<file path="src/rtl/shift_right_seq.sv">
// Multicycle right shifter (SRL/SRA) with Start/Busy/Done handshake; one bit per clock.
// Optional macro SHR_FAST4_EN: shift by 4 per clock while at least 4 positions remain.
module shift_right_seq #(
  parameter int WIDTH   = 32,
  parameter int SHAMT_W = 5
) (
  input  logic               Clk,
  input  logic               Reset,
  input  logic               Start,
  input  logic [WIDTH-1:0]   In,
  input  logic [SHAMT_W-1:0] Shamt,
  input  logic               Arith,
  output logic               Busy,
  output logic               Done,
  output logic [WIDTH-1:0]   Out
);

  typedef enum logic [1:0] {
    ST_IDLE  = 2'd0,
    ST_SHIFT = 2'd1,
    ST_DONE  = 2'd2
  } state_t;

  state_t             r_state;
  state_t             w_state_nxt;
  logic [WIDTH-1:0]   r_work;
  logic [WIDTH-1:0]   w_work_nxt;
  logic [WIDTH-1:0]   r_out;
  logic [WIDTH-1:0]   w_out_nxt;
  logic [WIDTH-1:0]   w_shifted;
  logic [SHAMT_W-1:0] r_count;
  logic [SHAMT_W-1:0] w_count_nxt;
  logic [SHAMT_W-1:0] w_count_dec;
  logic               r_fill;
  logic               w_fill_nxt;
  logic               r_busy;
  logic               r_done;

  // One shift step of the working register and the matching count decrement
  always_comb begin
    w_shifted   = {r_fill, r_work[WIDTH-1:1]};
    w_count_dec = r_count - SHAMT_W'(1);
`ifdef SHR_FAST4_EN
    if (r_count >= SHAMT_W'(4)) begin
      w_shifted   = {{4{r_fill}}, r_work[WIDTH-1:4]};
      w_count_dec = r_count - SHAMT_W'(4);
    end else begin
      w_shifted   = {r_fill, r_work[WIDTH-1:1]};
      w_count_dec = r_count - SHAMT_W'(1);
    end
`endif
  end

  // Next-state and datapath decode; Start is only honoured outside SHIFT
  always_comb begin
    w_state_nxt = r_state;
    w_work_nxt  = r_work;
    w_count_nxt = r_count;
    w_fill_nxt  = r_fill;
    w_out_nxt   = r_out;
    case (r_state)
      ST_IDLE, ST_DONE: begin
        if (Start) begin
          w_work_nxt  = In;
          w_count_nxt = Shamt;
          w_fill_nxt  = Arith & In[WIDTH-1];
          if (Shamt == '0) begin
            w_out_nxt   = In;
            w_state_nxt = ST_DONE;
          end else begin
            w_state_nxt = ST_SHIFT;
          end
        end else begin
          w_state_nxt = ST_IDLE;
        end
      end
      ST_SHIFT: begin
        w_work_nxt  = w_shifted;
        w_count_nxt = w_count_dec;
        if (w_count_dec == '0) begin
          w_out_nxt   = w_shifted;
          w_state_nxt = ST_DONE;
        end else begin
          w_state_nxt = ST_SHIFT;
        end
      end
      default: begin
        w_state_nxt = ST_IDLE;
      end
    endcase
  end

  // State and datapath registers; Busy/Done registered from the next state
  always_ff @(posedge Clk) begin
    if (Reset) begin
      r_state <= ST_IDLE;
      r_work  <= '0;
      r_count <= '0;
      r_fill  <= 1'b0;
      r_out   <= '0;
      r_busy  <= 1'b0;
      r_done  <= 1'b0;
    end else begin
      r_state <= w_state_nxt;
      r_work  <= w_work_nxt;
      r_count <= w_count_nxt;
      r_fill  <= w_fill_nxt;
      r_out   <= w_out_nxt;
      r_busy  <= (w_state_nxt == ST_SHIFT);
      r_done  <= (w_state_nxt == ST_DONE);
    end
  end

  assign Busy = r_busy;
  assign Done = r_done;
  assign Out  = r_out;

endmodule
</file>
<file path="config.mk">
export PLATFORM = sky130hd
export DESIGN_NAME = shift_right_seq
export DESIGN_NICKNAME = d
export VERILOG_FILES = /design/src/rtl/shift_right_seq.sv
export SDC_FILE = /design/constraint.sdc
export NUM_CORES = 1
export LEC_CHECK = 0
export BUFFER_PORTS_ARGS = -buffer_cell sky130_fd_sc_hd__buf_2
export CAP_MARGIN = 20
export CELL_PAD_IN_SITES_DETAIL_PLACEMENT = 1
export CELL_PAD_IN_SITES_GLOBAL_PLACEMENT = 2
export CORE_ASPECT_RATIO = 2
export CORE_MARGIN = 5
export CORE_UTILIZATION = 33
export DETAILED_ROUTE_END_ITERATION = 8
export HOLD_SLACK_MARGIN = 0.15
export PLACE_DENSITY = 0.84
export SLEW_MARGIN = 30
export SYNTH_ARGS = -nofsm -noshare
export SYNTH_HDL_FRONTEND = slang
export SYNTH_SLANG_ARGS = --single-unit
</file>
<file path="constraint.sdc">
create_clock -name Clk -period 2.9 [get_ports Clk]
set_clock_uncertainty 0.2 [all_clocks]
set_input_delay 0.435 -clock Clk [delete_from_list [all_inputs] [get_ports Clk]]
set_output_delay 0.435 -clock Clk [all_outputs]
set_load 0.02 [all_outputs]
</file>
==> metrics.txt, run 1 <==
outcome complete, no violations; final setup fails 0; vias 3998; final instance area roughly 4600 µm²; clk slew on worst S/H paths ~0.060 ns; routing usage on met3 ~2.5%; gpl congestion 0.848; CP peak stage delay 0.52 ns; worst setup margin 0.248 ns; Critical Path Source r_count[0]; depth of the worst register-to-register path 7; Clock Sinks 73; crit path cell chain inv_1 -> ha_1 -> or4b_4 -> nor3_4 -> buf_4 -> o211ai_1 -> a31oi_1; CP startpoint kind flop; Yosys top cell area share 36.4%; Initial Util around a third; DIE AREA 14600 µm²; Post-Syn Instances around 470; RR Startpoint r_count[0]; R2R Setup Slk 0.25 ns; # DRC 0; GRT busiest layer met2; Synth Area per Inst between 8 and 9 µm²; layout cells sized above 1 23.9%; pwr/cell area a little under 600 nW/µm²; antenna viol nets, final 0; Congestion Overflow GR 0; critical path data arrival time approximately 2.7 ns; synth top area cells dfxtp_1 (36%), a31oi_1 (9.2%), o211ai_1 (6.0%), a311oi_1 (5.5%), nand4_1 (5.0%); Critical Path RT around 3 ns; die span in x about 88 µm; root buf cell clkbuf_16; clk buf depth 2; num rows 57; Reg2Reg Capture Point Out[3]; Worst Max-Slew Pin Slew between 0.9 and 1 ns; Synth Cell Area 4020 µm²; largest net degree at the start of global routing 87; critical path endpoint Out[3]; Async S/R FF share, synth 0%; Yosys cell types 42; PortBufs 74; IO Count 75; Max H-tree Level 3; Cell Area, Placed 4290 µm²; RSZ-0062 raised after global routing no; Place WS around 0.3 ns; Global Route met2 Usage approximately 33%; syn_nets between 500 and 600; Hold Crit Class input port to flop; dpl hpwl approximately 8500 µm; Synth area leader dfxtp_1; Initial DRC Count roughly 210; initial antenna violation count 0; setup TNS 0 ns; Power, Total approximately 2.7 mW; Routed wire per std cell slightly above 20 µm; die height ~170 µm; CP max-delay cell or4b_4; max cap viols 0; Total Nets Final between 500 and 600; critical path type flop to flop; M1 GR Usage 21.4%; Ys Warns 0; final hold violation count 0; hold_buf cts 0; ant diodes 0; FF+latch count, synth 73; Vias per Instance about 6.1; first-pass GRT wire length ~22000 µm; TritonCTS clock tree yes; GRT Total Usage a little under a fifth; Post-CTS Setup Bufs 0; achievable frequency roughly 380 MHz; VDD IR max 0.372 mV; post_cts resized 0; vias in the first global route 4189; number of synthesized flops with an enable pin 0; worst skew pair latency 0.32 ns; Pins Over Slew Limit 0; static leakage between 1.5 and 2 nW; Slew HR 36.6%; Routed WL around 13000 µm; core area 12100 µm²; synthesis-to-layout area growth 14.2%; Period Utilization, post-route 91.5%; CTS Buf Count 9; 1st-pass router iterations 5; CP Max Fanout 11; CP endpoint kind flop; Final min period 2.65 ns; Post-synth top flop dfxtp_1; Seq/Total Area, Yosys 36.4%
-- flip-flops by register name, summed over array words and instances (netlist names) --
name     cells
Busy         1
r_count      5
Done         1
r_work      31
r_fill       1
Out         32
r_state      2
-- critical path: cells and delay by family, from the launching register on --
family | cells | cell delay (ns)
AO/OA/AOI/OAI | 2 | 0.30
adder cells (fa/ha/maj) | 1 | 0.26
flip-flops | 1 | 0.45
buffers and inverters | 2 | 0.37
AND/OR/NAND/NOR | 2 | 0.98
-- how the worst min path moves through the flow --
stage | startpoint | to | cells after the start
5_1_grt | In[23] | r_work[23] | 3
2_1_floorplan | r_fill | r_fill | 2
4_1_cts | In[23] | r_work[23] | 3
3_5_place_dp | r_fill | r_fill | 2
6_report | In[23] | r_work[23] | 3
3_3_place_gp | r_fill | r_fill | 2
-- where the power goes --
part / total (mW) / internal, mW / switching [mW]
Sequential: 1.17 / 1.09 / 0.0792
Clock: 1.12 / 0.706 / 0.415
Combinational: 0.450 / 0.168 / 0.282
-- layout by cell type, fill, tap and decap left out, drive strengths merged --
cell	netlist	final
a32oi	1	1
a311oi	25	25
nor3b	1	1
buf	17	87
and2b	1	1
or4	1	1
nor4b	1	1
nand3b	1	1
bufinv	0	1
o211ai	32	32
ha	2	2
a21oi	5	5
or4b	1	1
o21ai	4	4
dfxtp	73	73
or3	1	1
nor3	4	4
nor2	42	42
a31oi	59	59
nand2b	27	27
inv	2	2
mux2i	6	6
nand3	1	1
o21a	2	2
nor2b	1	1
nand2	40	40
clkbuf	37	12
or2b	1	1
a22oi	2	2
clkinv	0	2
nand4	32	32
mux2	6	6
a211oi	6	6
a221oi	2	2
and3	26	26
or3b	1	1
-- metal layers --
metal | up-vias | wire length, µm
met5 | - | 0
met4 | 0 | 464
met3 | 29 | 524
met2 | 125 | 7200
met1 | 1994 | 5310
li1 | 1850 | -
-- cell families after synthesis --
logic type	after synthesis	share of synthesized area, %
AOI/OAI and AO/OA	138	24.3
adders and majority gates	2	0.623
buffers and inverters	58	11.4
DFF	73	36.4
muxes	12	3.18
and+or+nand+nor	182	24.1
-- final cells by class --
| type | count | area (µm²) |
|---|---|---|
| Clock buffer | 12 | 256 |
| Clock inverter | 3 | 40.0 |
| Fill cell | 1477 | 7470 |
| Inverter | 2 | 7.51 |
| Multi-Input combinational cell | 334 | 2130 |
| Sequential cell | 73 | 1460 |
| Tap cell | 147 | 184 |
| Timing Repair Buffer | 87 | 505 |
-- cells in the mapped netlist, types with 3 or more instances --
cell and number:
a211oi_1 6, a21oi_1 5, a311oi_1 25, a31oi_1 59, and3_1 22, and3_2 4, buf_2 7, buf_6 7
clkbuf_1 21, clkbuf_8 14, dfxtp_1 73, mux2_2 6, mux2i_1 6, nand2_1 40, nand2b_1 27, nand4_1 32
nor2_1 42, nor3_1 3, o211ai_1 32, o21ai_0 4
-- metrics by stage --
step	hold WS [ns]	cells	util, %
6_report	0.176	658	38.1
5_1_grt	0.189	658	38.1
4_1_cts	0.169	658	38.1
3_5_place_dp	0.285	643	35.6
3_3_place_gp	0.280	643	35.6
2_1_floorplan	0.260	465	-
No activity file was read; power rests on OpenSTA's default activity.
==> run 2, diff against run 1 <==
CORE_UTILIZATION = 30   (was 33)
PLACE_DENSITY = 0.81   (was 0.84)
clock period = 2.21 ns   (was 2.9 ns; I/O delays follow)
==> run 2 against run 1 <==
Effect of this change: the flow now finishes with violations (setup timing); fmax rose by 19%; global-route usage shrank 0.26 points; hold slack got worse by 0.014 ns; sequential share of layout area fell by 3.4 points; first-iteration DRC count shrank 2.8%; combinational power rose by 61%; via count up 5.3%; sequential power grew 30%; clock power rose by 30%; largest power group unchanged.
==> metrics.txt, run 2 (synthesis results as in run 1) <==
outcome finished, violations left; failing checks setup timing; most frequent cells in the layout buf_2 (74), dfxtp_1 (71), a31oi_1 (59); gpl congestion 0.747 (-12%); Period Utilization, post-route 101% (+9.5 points); Power, Total 3.70 mW (+35%); critical path data arrival time 2.29 ns (-0.40 ns); IO Count 75 (unchanged); crit-path leading delay family simple AND/OR/NAND/NOR gates; CTS Buf Count 9 (unchanged); GRT Total Usage 18.6% (-0.26 points); Routed WL 15000 µm (+11%); non-filler instance count after layout 713 (+8.4%); CP max-delay cell or4b_4; final instance area 5150 µm² (+12%); antenna viol nets, final 0 (unchanged); commonest non-fill, non-tap cell in the layout buf_2; die height 174 µm (+4.6%); final hold violation count 0 (unchanged); Routed wire per std cell 21.1 µm (+2.6%); Total Nets Final 599 (+8.9%); dpl hpwl 9300 µm (+9.8%); R2R Setup Slk -0.02 ns (-0.27 ns); Slew HR 69.5% (+33 points); Pins Over Slew Limit 0 (unchanged); largest net degree at the start of global routing 69 (-21%); die span in x 91.8 µm (+4.3%); crit path cell chain inv_2 -> ha_4 -> or4b_4 -> buf_6 -> nor3_4 -> buf_6 -> buf_8 -> o211ai_1 -> a31oi_1; vias in the first global route 4435 (+5.9%); num rows 59 (+3.5%); DIE AREA 15900 µm² (+9.1%); worst skew pair latency 0.33 ns (about the same); TritonCTS clock tree yes; VDD IR max 0.358 mV (-3.5%); Congestion Overflow GR 0 (unchanged); worst setup margin -0.0216 ns (-0.269 ns); initial antenna violation count 0 (unchanged); setup TNS -0.0865 ns (-0.0865 ns); Cell Area, Placed 4410 µm² (+2.8%); Vias per Instance 5.91 (-2.8%); layout cells sized above 1 26.7% (+2.9 points); max reg flops 32 (unchanged); clk buf depth 2 (unchanged); pwr/cell area 719 nW/µm² (+20%); vias 4211 (+5.3%); # DRC 0 (unchanged); static leakage 2.02 nW (+13%); max cap viols 0 (unchanged); Final min period 2.23 ns (-0.421 ns); most used cell, CP buf_6; critical path type flop to flop; first-pass GRT wire length 23600 µm (+7.6%); PortBufs 74 (unchanged); CP startpoint kind flop; root buf cell clkbuf_16; RSZ-0062 raised after global routing yes; synthesis-to-layout area growth 28.3%; Place WS -0.0921 ns (-0.400 ns); Critical Path RT 2.27 ns (-0.67 ns); achievable frequency 448 MHz (+19%); Initial DRC Count 205 (-2.8%); Hold Crit Class input port to flop; Worst Max-Slew Pin Slew 0.458 ns (-0.493 ns); ant diodes 0 (unchanged); Initial Util 30.7% (-2.6 points); CP Max Fanout 8 (-3); CP peak stage delay 0.50 ns (-0.02 ns); final setup fails 9 (+9); CP endpoint kind flop; Clock Sinks 73 (unchanged); Max H-tree Level 3 (unchanged); total placed cells including tap cells 661 (+2.8%); 1st-pass router iterations 4 (-1); core area 13100 µm² (+8.4%); critical path buffer and inverter count 4 (+2); clk slew on worst S/H paths 0.06 ns (about the same)
run 2: final cells by class:
type / instances / area (µm²)
fill: 1550 / 7920
multi-input combinational: 334 / 2170
sequential: 73 / 1460
timing repair buffer: 136 / 1030
clock buffer: 11 / 233
tap: 152 / 190
clock inverter: 5 / 56.3
inverter: 2 / 7.51
run 2: power breakdown:
part	leakage [nW]	switching [mW]	internal (mW)
sequential	0.598	0.0961	1.43
clock	0.139	0.584	0.873
combinational	1.28	0.416	0.308
total	2.02	1.10	2.61
run 2: path summary, 6_finish.rpt:
kind / startpoint / to / depth (start not counted)
hold reg to reg: r_fill / r_fill / 2
setup reg to reg: r_count[0] / Out[14] / 9
setup / recovery: r_count[0] / Out[14] / 9
hold / removal: In[10] / r_work[10] / 3
run 2: metal layers:
layer,wire length (µm),vias to the layer above,global-route usage [%]
li1,-,1946,-
met1,5760,2106,19.9
met2,8160,119,33.8
met3,425,40,2.61
met4,657,0,10.9
met5,0,-,0
run 2: tightest hold or removal path, stage by stage:
cell,delay [ns]
buf_2,0.11
mux2i_1,0.13
a211oi_1,0.08
run 2: per-stage QoR:
step / utilization (%) / hold WS (ns)
finish: 39.4 / 0.162
global route: 39.4 / 0.169
CTS: 39.3 / 0.154
detailed placement: 33.8 / 0.295
global placement: 33.8 / 0.285
floorplan: - / 0.260
run 2: what timing repair did:
action,CTS,global route
hold buffers,32,0
pin swaps,4,6
gates resized for setup,19,4
endpoints found under the setup margin,36,36
endpoints found under the hold margin,31,0
gates cloned,2,0
setup buffers,2,0
==> run 3, diff against run 2 <==
--- a/constraint.sdc
+++ b/constraint.sdc
@@ -4,2 +4,2 @@
 set_output_delay 0.3315 -clock Clk [all_outputs]
-set_load 0.02 [all_outputs]
+set_load 0.05 [all_outputs]
==> run 3 against run 2 <==
Effect of this change: the run still ends with setup timing left; flip-flop and latch count is the same; global-route usage is 0.62 points lower; sequential share of layout area rose by 0.27 points; non-clock buffer count is 1 higher; worst setup slack gained 0.0089 ns; design area decreased by 0.78%; die area unchanged; final cell count rose by 0.14%; sequential power about the same; critical path type unchanged.
==> metrics.txt, run 3 (synthesis results as in run 1) <==
most frequent cells in the layout buf_2 (74), dfxtp_1 (71), a31oi_1 (59); VDD IR max 0.390 mV (+8.9%); CP Max Fanout 7 (-1); Clock Sinks 73 (unchanged); static leakage 2.02 nW (-0.18%); filler cell count 1547 (-0.19%); CTS Buf Count 9 (unchanged); clk slew on worst S/H paths 0.06 ns (about the same); Period Utilization, post-route 101% (-0.40 points); ant diodes 0 (unchanged); worst setup margin -0.0127 ns (+0.00891 ns); worst skew pair latency 0.35 ns (+0.02 ns); achievable frequency 450 MHz (+0.40%); Routed wire per std cell 20.4 µm (-3.1%); Total Nets Final 600 (+0.17%); gpl congestion 0.786 (+5.3%); clk buf depth 2 (unchanged); non-filler instance count after layout 714 (+0.14%); initial antenna violation count 0 (unchanged); DIE AREA 15900 µm² (unchanged); Congestion Overflow GR 0 (unchanged); commonest non-fill, non-tap cell in the layout buf_2; Vias per Instance 5.81 (-1.7%); Max H-tree Level 3 (unchanged); layout cells sized above 1 26.9% (+0.13 points); max cap viols 0 (unchanged); # DRC 0 (unchanged); total placed cells including tap cells 664 (+0.45%); dpl hpwl 9510 µm (+2.2%); TritonCTS clock tree yes; Slew HR 73.1% (+3.6 points); max reg flops 32 (unchanged); 1st-pass router iterations 4 (unchanged); core area 13100 µm² (unchanged); Initial DRC Count 143 (-30%); Util after Layout 39.1% (-0.31 points); die height 174 µm (unchanged); outcome finished, violations left; final hold violation count 0 (unchanged); critical path type flop to flop; root buf cell clkbuf_16; PortBufs 74 (unchanged); failing checks setup timing; Final min period 2.22 ns (-0.00891 ns); Worst Max-Slew Pin Slew 0.403 ns (-0.0546 ns); largest net degree at the start of global routing 74 (+7.2%); num rows 59 (unchanged); Pins Over Slew Limit 0 (unchanged); CP startpoint kind flop; Critical Path RT 2.27 ns (about the same); GRT Total Usage 17.9% (-0.62 points); RSZ-0062 raised after global routing yes; critical path data arrival time 2.28 ns (about the same); Hold Crit Class input port to flop; die span in x 91.8 µm (unchanged); first-pass GRT wire length 22900 µm (-2.9%); IO Count 75 (unchanged); pwr/cell area 744 nW/µm² (+3.5%); synthesis-to-layout area growth 27.3%; CP endpoint kind flop; setup TNS -0.0127 ns (+0.0738 ns); Routed WL 14600 µm (-3.0%); Initial Util 30.7% (unchanged); final setup fails 1 (-8); vias in the first global route 4560 (+2.8%); vias 4146 (-1.5%); antenna viol nets, final 0 (unchanged)
==> run 3: changes by cell type in the layout (fill, tap and decap cells not counted), sizes merged <==
cell         before  now
buf             104  107
clkinvlp          1    2
clkbuf           11    9
inv               2    5
dlygate4sd3      32   30
clkinv            3    1
==> run 3: where the power goes <==
part	leakage [nW]	total [mW]	switching [mW]	internal, mW
Combinational	1.28	0.775	0.476	0.299
Sequential	0.599	1.52	0.0971	1.43
Clock	0.143	1.51	0.622	0.884
Total	2.02	3.81	1.19	2.61
==> run 3: final timing paths <==
kind / start / end / slack, ns / depth (start not counted)
hold / removal: Shamt[0] / r_count[0] / 0.15 / 3
setup / recovery: r_count[0] / Out[27] / -0.01 / 9
hold reg to reg: r_fill / r_fill / 0.30 / 2
setup reg to reg: r_count[0] / Out[27] / -0.01 / 9
==> run 3: area by class of cell <==
| type | count | area, µm² | share of cell area (%) |
|---|---|---|---|
| Timing Repair Buffer | 137 | 981 | 19.2 |
| Clock inverter | 7 | 76.3 | 1.49 |
| Tap cell | 152 | 190 | 3.72 |
| Clock buffer | 9 | 225 | 4.41 |
| Inverter | 2 | 10.0 | 0.196 |
| Multi-Input combinational cell | 334 | 2160 | 42.3 |
| Sequential cell | 73 | 1470 | 28.7 |
==> run 3: through the flow <==
stage          instance area [µm²]  hold slack [ns]  setup WS [ns]  power (mW)
6_report                      5110            0.153        -0.0127        3.81
5_1_grt                       5110            0.168        -0.0777        3.96
4_1_cts                       5070            0.151        0.00247        3.83
3_5_place_dp                  4410            0.288        -0.0636        2.26
3_3_place_gp                  4410            0.286        -0.0109        2.23
2_1_floorplan                 4020            0.260         0.0614        2.02
==> run 3: metal layers <==
layer / wire length (µm) / part of all wire [%] / track usage, %
met1: 5530 / 38 / 18.2
met4: 642 / 4.4 / 11.7
met3: 412 / 2.8 / 2.26
met5: 0 / 0 / 0
met2: 7980 / 55 / 33.4
==> run 3: timing repair <==
item / in CTS / in global routing
hold buffers: 30 / 0
cloned: 2 / 0
hold endpoints to repair: 29 / 0
setup endpoints to repair: 25 / 34
gates resized for setup: 12 / 8
pin swaps: 3 / 4
setup buffers: 1 / 1
==> run 3: critical path, cell delays in order, from the launching register on <==
cell and delay [ns]:
dfxtp_4 0.39, inv_4 0.04, ha_4 0.15, or4b_4 0.48
buf_6 0.13, nor3_4 0.16, buf_6 0.16, buf_6 0.13
o211ai_1 0.10, a31oi_1 0.20
